File: src/rtl/mips_pkg.sv
// Shared definitions for the multicycle MIPS control path.
//   - FSM state encodings (also exported on the debug state port)
//   - Supported opcode constants
//   - ALU operation encodings
//   - op_supported(): true for the opcodes the controller can execute
package mips_pkg;

    typedef enum logic [2:0] {
        StFetch  = 3'd0,
        StDecode = 3'd1,
        StExec   = 3'd2,
        StMem    = 3'd3,
        StWb     = 3'd4
    } ctrl_state_e;

    localparam logic [5:0] OpRtype = 6'b000000;
    localparam logic [5:0] OpLw    = 6'b100011;
    localparam logic [5:0] OpSw    = 6'b101011;
    localparam logic [5:0] OpBeq   = 6'b000100;
    localparam logic [5:0] OpJ     = 6'b000010;
    localparam logic [5:0] OpAddi  = 6'b001000;

    localparam logic [1:0] AluAdd   = 2'b00;
    localparam logic [1:0] AluSub   = 2'b01;
    localparam logic [1:0] AluFunct = 2'b10;

    function automatic logic op_supported(input logic [5:0] op);
        case (op)
            OpRtype, OpLw, OpSw, OpBeq, OpJ, OpAddi: return 1'b1;
            default:                                 return 1'b0;
        endcase
    endfunction

endpackage

File: src/rtl/stall_timer.sv
// Counts consecutive memory-wait cycles and flags an abort on the limit cycle.
//   clk     in  clock
//   reset   in  synchronous active-high reset
//   active  in  controller is in a memory-access state (FETCH or MEM)
//   ready   in  memory completes this cycle
//   expired out this is the STALL_LIMIT-th consecutive not-ready cycle
module stall_timer #(
    parameter int unsigned STALL_LIMIT = 16
) (
    input  logic clk,
    input  logic reset,
    input  logic active,
    input  logic ready,
    output logic expired
);

    logic [7:0] count_q, count_d;

    // count_q holds the number of not-ready cycles already spent, so the
    // limit cycle is the one where it equals STALL_LIMIT-1.
    assign expired = active && !ready && (count_q == 8'(STALL_LIMIT - 1));

    // Any exit from the waiting condition (leaving the state, completing, or
    // aborting back to FETCH) starts the next access from zero.
    always_comb begin
        count_d = count_q;
        if (!active || ready || expired) begin
            count_d = '0;
        end else begin
            count_d = count_q + 8'd1;
        end
    end

    always_ff @(posedge clk) begin
        if (reset) begin
            count_q <= '0;
        end else begin
            count_q <= count_d;
        end
    end

endmodule

File: src/rtl/multicycle_ctrl.sv
// Multicycle MIPS-subset control FSM (FETCH, DECODE, EXEC, MEM, WB).
//   clk, reset                  clock, synchronous active-high reset
//   opcode                      instruction opcode (sampled in DECODE)
//   flag_zero                   ALU zero flag (beq resolution in EXEC)
//   mem_ready                   memory completes this cycle (FETCH/MEM only)
//   pc_write/ir_write/reg_write register enables
//   mem_read/mem_write          memory strobes
//   alu_src/reg_dest/mem_to_reg/branch/jump  datapath selects
//   alu_op                      00 add, 01 sub, 10 funct-decoded
//   state                       current FSM state (debug)
//   instr_done                  one-cycle retire pulse
//   illegal_op/mem_timeout      sticky error flags, cleared only by reset
module multicycle_ctrl
    import mips_pkg::*;
#(
    parameter int unsigned STALL_LIMIT = 16
) (
    input  logic       clk,
    input  logic       reset,
    input  logic [5:0] opcode,
    input  logic       flag_zero,
    input  logic       mem_ready,
    output logic       pc_write,
    output logic       ir_write,
    output logic       reg_write,
    output logic       mem_read,
    output logic       mem_write,
    output logic       alu_src,
    output logic       reg_dest,
    output logic       mem_to_reg,
    output logic       branch,
    output logic       jump,
    output logic [1:0] alu_op,
    output logic [2:0] state,
    output logic       instr_done,
    output logic       illegal_op,
    output logic       mem_timeout
);

    ctrl_state_e state_q, state_d;
    logic [5:0]  op_q, op_d;
    logic        illegal_q, illegal_d;
    logic        timeout_q, timeout_d;
    logic        mem_active;
    logic        expired;

    assign mem_active = (state_q == StFetch) || (state_q == StMem);

    stall_timer #(
        .STALL_LIMIT(STALL_LIMIT)
    ) u_stall_timer (
        .clk    (clk),
        .reset  (reset),
        .active (mem_active),
        .ready  (mem_ready),
        .expired(expired)
    );

    always_comb begin
        state_d    = state_q;
        op_d       = op_q;
        illegal_d  = illegal_q;
        timeout_d  = timeout_q;
        pc_write   = 1'b0;
        ir_write   = 1'b0;
        reg_write  = 1'b0;
        mem_read   = 1'b0;
        mem_write  = 1'b0;
        alu_src    = 1'b0;
        reg_dest   = 1'b0;
        mem_to_reg = 1'b0;
        branch     = 1'b0;
        jump       = 1'b0;
        alu_op     = AluAdd;
        instr_done = 1'b0;

        case (state_q)
            StFetch: begin
                mem_read = 1'b1;
                if (mem_ready) begin
                    ir_write = 1'b1;
                    pc_write = 1'b1;
                    alu_op   = AluAdd;
                    state_d  = StDecode;
                end else if (expired) begin
                    // The strobe stays up through the limit cycle; the
                    // access is dropped by restarting the fetch.
                    timeout_d = 1'b1;
                    state_d   = StFetch;
                end
            end

            StDecode: begin
                op_d = opcode;
                if (op_supported(opcode)) begin
                    state_d = StExec;
                end else begin
                    illegal_d  = 1'b1;
                    instr_done = 1'b1;
                    state_d    = StFetch;
                end
            end

            StExec: begin
                case (op_q)
                    OpRtype: begin
                        alu_src = 1'b0;
                        alu_op  = AluFunct;
                        state_d = StWb;
                    end
                    OpLw, OpSw: begin
                        alu_src = 1'b1;
                        alu_op  = AluAdd;
                        state_d = StMem;
                    end
                    OpAddi: begin
                        alu_src = 1'b1;
                        alu_op  = AluAdd;
                        state_d = StWb;
                    end
                    OpBeq: begin
                        branch     = 1'b1;
                        alu_op     = AluSub;
                        pc_write   = flag_zero;
                        instr_done = 1'b1;
                        state_d    = StFetch;
                    end
                    OpJ: begin
                        jump       = 1'b1;
                        pc_write   = 1'b1;
                        instr_done = 1'b1;
                        state_d    = StFetch;
                    end
                    default: state_d = StFetch;
                endcase
            end

            StMem: begin
                if (op_q == OpLw) begin
                    mem_read = 1'b1;
                end else begin
                    mem_write = 1'b1;
                end
                if (mem_ready) begin
                    if (op_q == OpLw) begin
                        state_d = StWb;
                    end else begin
                        instr_done = 1'b1;
                        state_d    = StFetch;
                    end
                end else if (expired) begin
                    timeout_d = 1'b1;
                    state_d   = StFetch;
                end
            end

            StWb: begin
                reg_write  = 1'b1;
                reg_dest   = (op_q == OpRtype);
                mem_to_reg = (op_q == OpLw);
                instr_done = 1'b1;
                state_d    = StFetch;
            end

            default: state_d = StFetch;
        endcase

        // Reset wins over whatever the current state would drive, so an
        // interrupted instruction has no side effects in the reset cycle.
        if (reset) begin
            pc_write   = 1'b0;
            ir_write   = 1'b0;
            reg_write  = 1'b0;
            mem_read   = 1'b0;
            mem_write  = 1'b0;
            alu_src    = 1'b0;
            reg_dest   = 1'b0;
            mem_to_reg = 1'b0;
            branch     = 1'b0;
            jump       = 1'b0;
            alu_op     = AluAdd;
            instr_done = 1'b0;
        end
    end

    assign state       = reset ? 3'd0 : state_q;
    assign illegal_op  = illegal_q && !reset;
    assign mem_timeout = timeout_q && !reset;

    always_ff @(posedge clk) begin
        if (reset) begin
            state_q   <= StFetch;
            op_q      <= '0;
            illegal_q <= 1'b0;
            timeout_q <= 1'b0;
        end else begin
            state_q   <= state_d;
            op_q      <= op_d;
            illegal_q <= illegal_d;
            timeout_q <= timeout_d;
        end
    end

endmodule

File: config.mk
export PLATFORM = sky130hd
export DESIGN_NAME = multicycle_ctrl
export DESIGN_NICKNAME = d
export VERILOG_FILES = /design/src/rtl/mips_pkg.sv /design/src/rtl/stall_timer.sv /design/src/rtl/multicycle_ctrl.sv
export SDC_FILE = /design/constraint.sdc
export NUM_CORES = 1
export LEC_CHECK = 0
export BUFFER_PORTS_ARGS = -buffer_cell sky130_fd_sc_hd__buf_2
export CAP_MARGIN = 20
export CELL_PAD_IN_SITES_DETAIL_PLACEMENT = 0
export CELL_PAD_IN_SITES_GLOBAL_PLACEMENT = 2
export CORE_ASPECT_RATIO = 2
export CORE_MARGIN = 2
export CORE_UTILIZATION = 32
export CTS_BUF_LIST = sky130_fd_sc_hd__clkbuf_8
export DETAILED_ROUTE_END_ITERATION = 8
export PLACE_DENSITY_LB_ADDON = 0.1
export SYNTH_ARGS = -nofsm -noshare
export SYNTH_HDL_FRONTEND = slang
export SYNTH_SLANG_ARGS = --single-unit
File: constraint.sdc
create_clock -name clk -period 3.15 [get_ports clk]
set_input_delay 0.63 -clock clk [delete_from_list [all_inputs] [get_ports clk]]
set_output_delay 0.63 -clock clk [all_outputs]
set_load 0.005 [all_outputs]
==> results of run 1 <==
## sequential cells by signal (all words and copies together), names as in the netlist
signal,cells
illegal_q,1
state_q,3
timeout_q,1
op_q,6
u_stall_timer.count_q,8
## critical path: stages, from the launching register on
cell,delay [ns]
dfxtp_1,0.35
nand2b_1,0.23
or4_1,0.57
nand4b_1,0.15
a31oi_1,0.09
buf_2,0.14
## power breakdown
part	switching [W]	internal [W]	total (W)
Clock	0.0000873	0.0000883	0.000176
Sequential	0.00000828	0.000247	0.000255
Combinational	0.0000333	0.0000245	0.0000579
## cells in the mapped netlist (all sizes together) (4+ instances only)
library cell / count / area [sq um]
nand2: 11 / 41.3
a21oi: 6 / 30.0
nor3: 6 / 30.0
dfxtp: 19 / 380
mux2i: 6 / 60.1
nor2: 28 / 105
nor4: 4 / 25.0
nor2b: 5 / 31.3
nand2b: 4 / 25.0
xnor2: 4 / 35.0
inv: 4 / 15.0
## metal layers
metal / vias to the layer above / part of all wire, % / track usage, % / wire length [microns]
li1: 498 / - / - / -
met1: 442 / 33 / 14.5 / 891
met2: 24 / 60 / 31.7 / 1620
met3: 7 / 3.6 / 2.39 / 96
met4: 0 / 2.8 / 9.09 / 76
met5: - / 0 / 0 / 0
## worst max path at each step
stage / start / to / cells after the start
6_report: op_q[2]$_SDFFE_PP0N_ / instr_done / 5
5_1_grt: op_q[3]$_SDFFE_PP0N_ / instr_done / 4
4_1_cts: opcode[1] / instr_done / 6
3_5_place_dp: opcode[1] / instr_done / 6
3_3_place_gp: opcode[1] / instr_done / 6
2_1_floorplan: opcode[1] / instr_done / 4
## cell families (layout without fill, tap and decap cells)
group                      Yosys count  count (layout)
DFF                                 19              19
muxes                                6               6
xor gates and xnor gates             6               6
and+or+nand+nor                     72              72
AOI/OAI and AO/OA                   15              15
buffers and inverters                9              36
adders and majority gates            2               2
## stage by stage
stage	util (%)	cell area, sq um	hold slack (ns)	instances
global route	40.5	1210	0.493	186
CTS	40.5	1210	0.460	186
global placement	38.9	1160	0.429	182
detailed placement	38.9	1160	0.449	182
finish	40.5	1210	0.460	186
floorplan	-	1000	0.418	129
## area by class of cell
class	count	area (sq um)	share of cell area, %
Multi-Input combinational cell	101	584	48.4
Sequential cell	19	380	31.5
Timing Repair Buffer	28	143	11.8
Clock buffer	3	41.3	3.42
Tap cell	30	37.5	3.11
Inverter	4	15.0	1.24
Clock inverter	1	5.00	0.415
==> run summary, run 1 <==
Post-cts sizing count - 0
Mapped Nets - 140
Synth cell types - 34
Hold Fails Final Rpt - 0
Slew margin rel. - 61.7%
Worst clock skew - 0.00383 ns
DR vias/cell - 5.22
Area Growth Syn to Fin - 20.1%
Iteration-0 DRC count of the detailed router - 15
Number of synthesized flops with an enable pin - 0
Worst hold path class - flip-flop to flip-flop
Period utilization - 76.7%
Clock transition at the registers of the reported paths - 0.07 ns
Power Dens Cells - 405 nW/um^2
Min-delay src - u_stall_timer.count_q[0]$_SDFF_PP0_
Most common cell after layout, fill and taps aside - nor2_1
Critical path type - flip-flop to output pin
Synth Area in Adders - 2.37%
Clk sinks - 19
WHS Endpoint - u_stall_timer.count_q[0]$_SDFF_PP0_
Die Y-Extent - 83.2 microns
Crit path max fanout - 5
Routed wire per std cell - 14.4 microns
CTS root buf - clkbuf_8
Antenna Cells - 0
FMAX - 414 MHz
Detail Route Antenna Nets - 0
Most frequent cells in the layout - nor2_1 (28), buf_2 (27), dfxtp_1 (19)
Cell Rows - 28
Worst Slack Setup Final - 0.733 ns
Mapped Cells - 129
Die width - 43.6 microns
Worst-Margin Slew - 0.570 ns
Synth Flop Type - dfxtp_1
CP Capture Type - output pin
Vias in the first global route - 994
R2R Path End - u_stall_timer.count_q[5]$_SDFF_PP0_
Synthesized area - 1000 sq um
GRT Util Overall - 16.4%
Num CTS Buffers - 3
Setup Buffers After CTS - 0
Post-CTS Hold Buffers - 0
Grt ovf - 0
Net count reported at finish - 168
Antenna violations before repair - 0
RSZ-0062 raised after global routing - no
Startpoint Class - flip-flop
CTS tree - yes
Area of the die - 3630 sq um
Yosys reg bits - 19
Status - complete, no violations
Proportion of layout cells with a drive suffix above 1 - 21.8%
Fin crit period - 2.42 ns
R2r startpoint - state_q[1]$_SDFF_PP0_
Maximum vdd drop - 0.237 mV
Ys async rst share - 0%
Area of the core - 2980 sq um
Static Leak - 0.527 nW
Total power - 0.000489 W
Dpl ws - 0.743 ns
Arrival @ worst endpoint - 1.79 ns
Register area share after synthesis - 37.9%
Total Wirelength - 2680 microns
Latest clock arrival within the worst-skew pair - 0.26 ns
Register-to-register setup slack - 1.52 ns
Largest family of logic cells by synthesized area - simple AND/OR/NAND/NOR gates
Largest net degree at the start of global routing - 17
Final Slew Violations - 0
# IOs - 28
Worst hold stages - 1
Synth Area in Compound Gates - 8.84%
Avg Cell Area, Syn - 7.79 sq um
Mux contribution to synthesized area - 5.98%
Final Wtd Congestion - 0.814
Required time of the critical path - 2.52 ns
Starting Density - 33.7%
# fillers - 343
Via count - 971
DRC Markers - 0
Synth Area in Simple Gates - 35.7%
DP Wirelength - 2190 microns
First-pass GRT wire length - 4490 microns
CTS max path bufs - 2
Warnings, synthesis - 0
Setup-failing EPs final - 0
Max_cap viols - 0
Setup TNS - 0 ns
Port buffer count - 27
Xor and xnor area share after synthesis - 5.23%
Pre-Repair DR Iteration Count - 4
FF-to-FF path depth - 4
H-tree lvl count - 1
No activity file was read; power rests on OpenSTA's default activity.
==> inputs of run 2 (changes only) <==
Settings changed: CORE_UTILIZATION 32 to 27.
Clock period 3.15 ns to 2.1 ns, I/O delays scaled along.
==> run 2 against run 1 <==
Largest cell class unchanged. Combinational power rose by 69%. Power rose by 49%. Final cell count rose by 13%. Non-clock buffer count rose by 5. Worst setup slack got worse by 0.66 ns. Clock power rose by 39%. Critical path type unchanged. Routed wire length rose by 6.0%.
==> run summary, run 2 (same netlist as run 1, synthesis figures left out) <==
Largest net degree at the start of global routing - 16
Storage element area - 383 sq um
Total Wirelength - 2850 microns
Fin cells - 210
H-tree lvl count - 1
Final Slew Violations - 0
Net count reported at finish - 173
DRC Markers - 0
Dpl cells - 206
Biggest regs - u_stall_timer.count_q x8, op_q x6, state_q x3
Static Leak - 0.562 nW
Max FFs per register - 8
Die Y-Extent - 90.3 microns
Latest clock arrival within the worst-skew pair - 0.25 ns
Final instance area - 1290 sq um
GRT Util Overall - 14.9%
R2r startpoint - state_q[0]$_SDFF_PP0_
Required time of the critical path - 1.68 ns
First-pass GRT wire length - 4590 microns
Clk sinks - 19
CTS max path bufs - 2
Via count - 995
Maximum vdd drop - 0.243 mV
Proportion of layout cells with a drive suffix above 1 - 27.3%
Fin Hold WS - 0.431 ns
Detail Route Antenna Nets - 0
Antenna Cells - 0
Setup-failing EPs final - 0
Min-delay src - opcode[2]
Setup Buffers After CTS - 0
FF-to-FF path depth - 4
Max_cap viols - 0
Register-to-register setup slack - 0.60 ns
Crit path max fanout - 5
Int Power - 0.000547 W
FMAX - 494 MHz
Placed inst area - 1220 sq um
Clock transition at the registers of the reported paths - 0.07 ns
Worst-Margin Slew - 0.443 ns
# fillers - 426
Slew margin rel. - 70.2%
R2R Path End - state_q[1]$_SDFF_PP0_
Area of the die - 4250 sq um
Sw Ratio - 24.8%
Vias in the first global route - 1023
Worst hold stages - 3
Hold Fails Final Rpt - 0
DR vias/cell - 4.74
Worst clock skew - 0.00493 ns
Grt ovf - 0
Critical path type - flip-flop to output pin
Multi-input logic area - 607 sq um
# IOs - 28
Antenna violations before repair - 0
Most common cell after layout, fill and taps aside - nor2_1
Gate power share - 13.5%
Fin crit period - 2.02 ns
Final Wtd Congestion - 0.740
CP Capture Type - output pin
Period utilization - 96.3%
WHS Endpoint - op_q[2]$_SDFFE_PP0N_
Part of the power in the clock network - 33.7%
Arrival @ worst endpoint - 1.60 ns
Starting Density - 27.9%
Most frequent cells in the layout - nor2_1 (28), buf_2 (27), dfxtp_1 (17)
Worst hold path class - input port to flip-flop
Routed wire per std cell - 13.5 microns
CTS root buf - clkbuf_8
Setup TNS - 0 ns
DP Wirelength - 2350 microns
CTS tree - yes
Pre-Repair DR Iteration Count - 4
Status - complete, no violations
Power Dens Cells - 564 nW/um^2
Seq pwr share - 52.8%
Net switching power - 0.000180 W
Cell Rows - 31
Port buffer count - 27
Area Growth Syn to Fin - 28.5%
Largest reg by FF count - u_stall_timer.count_q
Die width - 47.1 microns
Area of the core - 3610 sq um
Num CTS Buffers - 3
Iteration-0 DRC count of the detailed router - 10
Startpoint Class - flip-flop
RSZ-0062 raised after global routing - no
## run 2: cell types whose count changed in the layout (fill, tap and decap cells not counted), sizes merged
cell    before  now
buf         28   33
clkinv       1    0
inv          4    5
## run 2: critical path: stages (launching register included)
cell	delay, ns
dfxtp_2	0.33
nand2b_4	0.16
or4_4	0.51
nand4b_1	0.12
a31oi_1	0.09
buf_2	0.14
## run 2: worst max path at each step
stage	startpoint	to	slack [ns]
global placement	opcode[1]	instr_done	0.16
CTS	op_q[2]$_SDFFE_PP0N_	instr_done	0.005
finish	op_q[2]$_SDFFE_PP0N_	instr_done	0.08
global route	op_q[2]$_SDFFE_PP0N_	instr_done	0.004
detailed placement	opcode[1]	instr_done	0.13
floorplan	opcode[1]	instr_done	0.44
## run 2: final cells by class
cell class | count | area share, %
clock buffers | 3 | 3.20
clock inverters | 1 | 0.291
inverters | 4 | 1.16
multi-input cells | 101 | 47.0
flip-flops and latches | 19 | 29.7
well taps | 49 | 4.75
repair buffers | 33 | 14.0
## run 2: timing repair
action                     in CTS  in global routing
hold buffers                    0                  0
resized for setup               2                  6
setup endpoints to repair       1                  4
## run 2: power by group through the flow
stage / sequential [W] / clock (W) / combinational, W
floorplan: 0.000385 / 0 / 0.0000575
CTS: 0.000382 / 0.000257 / 0.0000977
detailed placement: 0.000390 / 0 / 0.0000968
global route: 0.000386 / 0.000273 / 0.000111
global placement: 0.000391 / 0 / 0.0000973
finish: 0.000384 / 0.000245 / 0.0000981
## run 2: metrics by stage
step	total power, W	utilization (%)	worst slack [ns]
floorplan	0.000443	-	0.439
global placement	0.000488	33.9	0.160
detailed placement	0.000487	33.9	0.128
CTS	0.000737	35.3	0.00493
global route	0.000770	35.8	0.00432
finish	0.000728	35.8	0.0772
## run 2: layer usage
layer | global-route usage (%) | part of all wire [%] | vias to the layer above
li1 | - | - | 506
met1 | 13.6 | 33 | 467
met2 | 29.5 | 63 | 17
met3 | 2.00 | 2.6 | 5
met4 | 4.86 | 1.7 | 0
met5 | 0 | 0 | -
==> inputs of run 3 (changes only) <==
Settings changed: CORE_ASPECT_RATIO 2 to 1.4.
==> run 3 against run 2 <==
Worst setup slack got worse by 0.014 ns. Register-to-register slack worse by 0.11 ns. Critical endpoint unchanged. Cell area down 1.6%. Largest cell class unchanged. Flip-flop and latch count stayed put. Largest power group unchanged. Maximum frequency decreased by 0.66%. Final cell count down 3.8%. Non-clock buffer count down 1. Critical path depth unchanged.
==> run summary, run 3 (same netlist as run 1, synthesis figures left out) <==
Gate power share - 13.4%
Static Leak - 0.552 nW
CP Capture Type - output pin
Latest clock arrival within the worst-skew pair - 0.25 ns
Cell Rows - 26
Clock transition at the registers of the reported paths - 0.07 ns
Port buffer count - 27
Max_cap viols - 0
CTS root buf - clkbuf_8
Die Y-Extent - 76.2 microns
Sw Ratio - 25.4%
Arrival @ worst endpoint - 1.62 ns
Net count reported at finish - 172
CP top delay family - simple AND/OR/NAND/NOR gates
Setup Buffers After CTS - 0
Worst hold path class - input port to flip-flop
Area of the core - 3610 sq um
Max FFs per register - 8
Pre-Repair DR Iteration Count - 4
Largest reg by FF count - u_stall_timer.count_q
Maximum vdd drop - 0.255 mV
Period utilization - 97.0%
Vias in the first global route - 1010
Largest stage delay, worst path - 0.50 ns
# IOs - 28
Detail Route Antenna Nets - 0
Seq pwr share - 52.4%
Die width - 55.6 microns
Final Wtd Congestion - 0.807
Part of the power in the clock network - 34.2%
Largest net degree at the start of global routing - 16
Antenna violations before repair - 0
Via count - 993
H-tree lvl count - 1
Power Dens Cells - 576 nW/um^2
Final Slew Violations - 0
Antenna Cells - 0
Int Power - 0.000546 W
CTS tree - yes
Fin crit period - 2.04 ns
Status - complete, no violations
Num CTS Buffers - 3
CTS max path bufs - 2
Net switching power - 0.000186 W
DP Wirelength - 2260 microns
Area of the die - 4230 sq um
Crit path max fanout - 5
Worst-path cell chain - nand2b_4 -> or4_4 -> nand4b_1 -> a31oi_1 -> buf_2
Worst clock skew - 0.00151 ns
Starting Density - 27.8%
Proportion of layout cells with a drive suffix above 1 - 25.6%
Post-CTS Hold Buffers - 0
Iteration-0 DRC count of the detailed router - 19
Startpoint Class - flip-flop
Worst-Margin Slew - 0.369 ns
Critical path type - flip-flop to output pin
Setup TNS - 0 ns
Critical Path Slowest Stage Cell - or4_4
Setup-failing EPs final - 0
RSZ-0062 raised after global routing - no
Area Growth Syn to Fin - 26.5%
DRC Markers - 0
GRT Util Overall - 14.1%
First-pass GRT wire length - 4700 microns
Biggest regs - u_stall_timer.count_q x8, op_q x6, state_q x3
Hold Fails Final Rpt - 0
Routed wire per std cell - 13.9 microns
FMAX - 491 MHz
Most frequent cells in the layout - nor2_1 (28), buf_2 (27), dfxtp_1 (18)
Slew margin rel. - 75.3%
Clk sinks - 19
Post-cts sizing count - 1
Most common cell after layout, fill and taps aside - nor2_1
Required time of the critical path - 1.68 ns
Total power - 0.000732 W
Total Wirelength - 2810 microns
Grt ovf - 0
DR vias/cell - 4.92
Crit path buf inv count - 1
run 3: cell count changes in the layout (fill, tap and decap cells not counted), sizes merged:
| cell | delta |
|---|---|
| buf | -1 |
run 3: path summary, 6_finish.rpt:
path	start	endpoint	slack [ns]	cells after the start
setup / recovery	op_q[2]$_SDFFE_PP0N_	instr_done	0.06	5
hold / removal	opcode[3]	op_q[3]$_SDFFE_PP0N_	0.43	3
setup reg to reg	state_q[0]$_SDFF_PP0_	state_q[1]$_SDFF_PP0_	0.49	4
hold reg to reg	u_stall_timer.count_q[0]$_SDFF_PP0_	u_stall_timer.count_q[0]$_SDFF_PP0_	0.45	1
run 3: worst reg2reg max path: stages, from the launching register on:
cell and delay [ns]:
dfxtp_1 0.48, nor3b_1 0.31, buf_4 0.24, or3b_1 0.38
a21oi_1 0.14
run 3: power by group through the flow:
stage	clock network [W]	logic, W	registers [W]
CTS	0.000262	0.0000976	0.000382
finish	0.000250	0.0000981	0.000383
floorplan	0	0.0000575	0.000385
detailed placement	0	0.0000971	0.000390
global placement	0	0.0000962	0.000390
global route	0.000279	0.000110	0.000385
run 3: area by class of cell:
type | count | area (sq um)
fill | 410 | 2340
multi-input combinational | 101 | 604
sequential | 19 | 382
timing repair buffer | 32 | 173
tap | 42 | 52.6
clock buffer | 3 | 41.3
inverter | 4 | 15.0
clock inverter | 1 | 3.75
run 3: through the flow:
stage / cells / utilization [%] / cell area (sq um) / worst slack, ns / hold slack [ns]
finish: 202 / 35.2 / 1270 / 0.0637 / 0.431
global route: 202 / 35.2 / 1270 / 0.000740 / 0.426
CTS: 202 / 34.7 / 1250 / 0.00898 / 0.421
detailed placement: 198 / 33.4 / 1200 / 0.134 / 0.440
global placement: 198 / 33.4 / 1200 / 0.170 / 0.431
floorplan: 129 / - / 1000 / 0.439 / 0.418
run 3: layer usage:
| layer | vias up | global-route usage, % | routed length, microns |
|---|---|---|---|
| met1 | 471 | 14.8 | 1110 |
| met5 | - | 0 | 0 |
| met4 | 0 | 5.12 | 25 |
| li1 | 503 | - | - |
| met3 | 2 | 2.55 | 107 |
| met2 | 17 | 27.1 | 1570 |
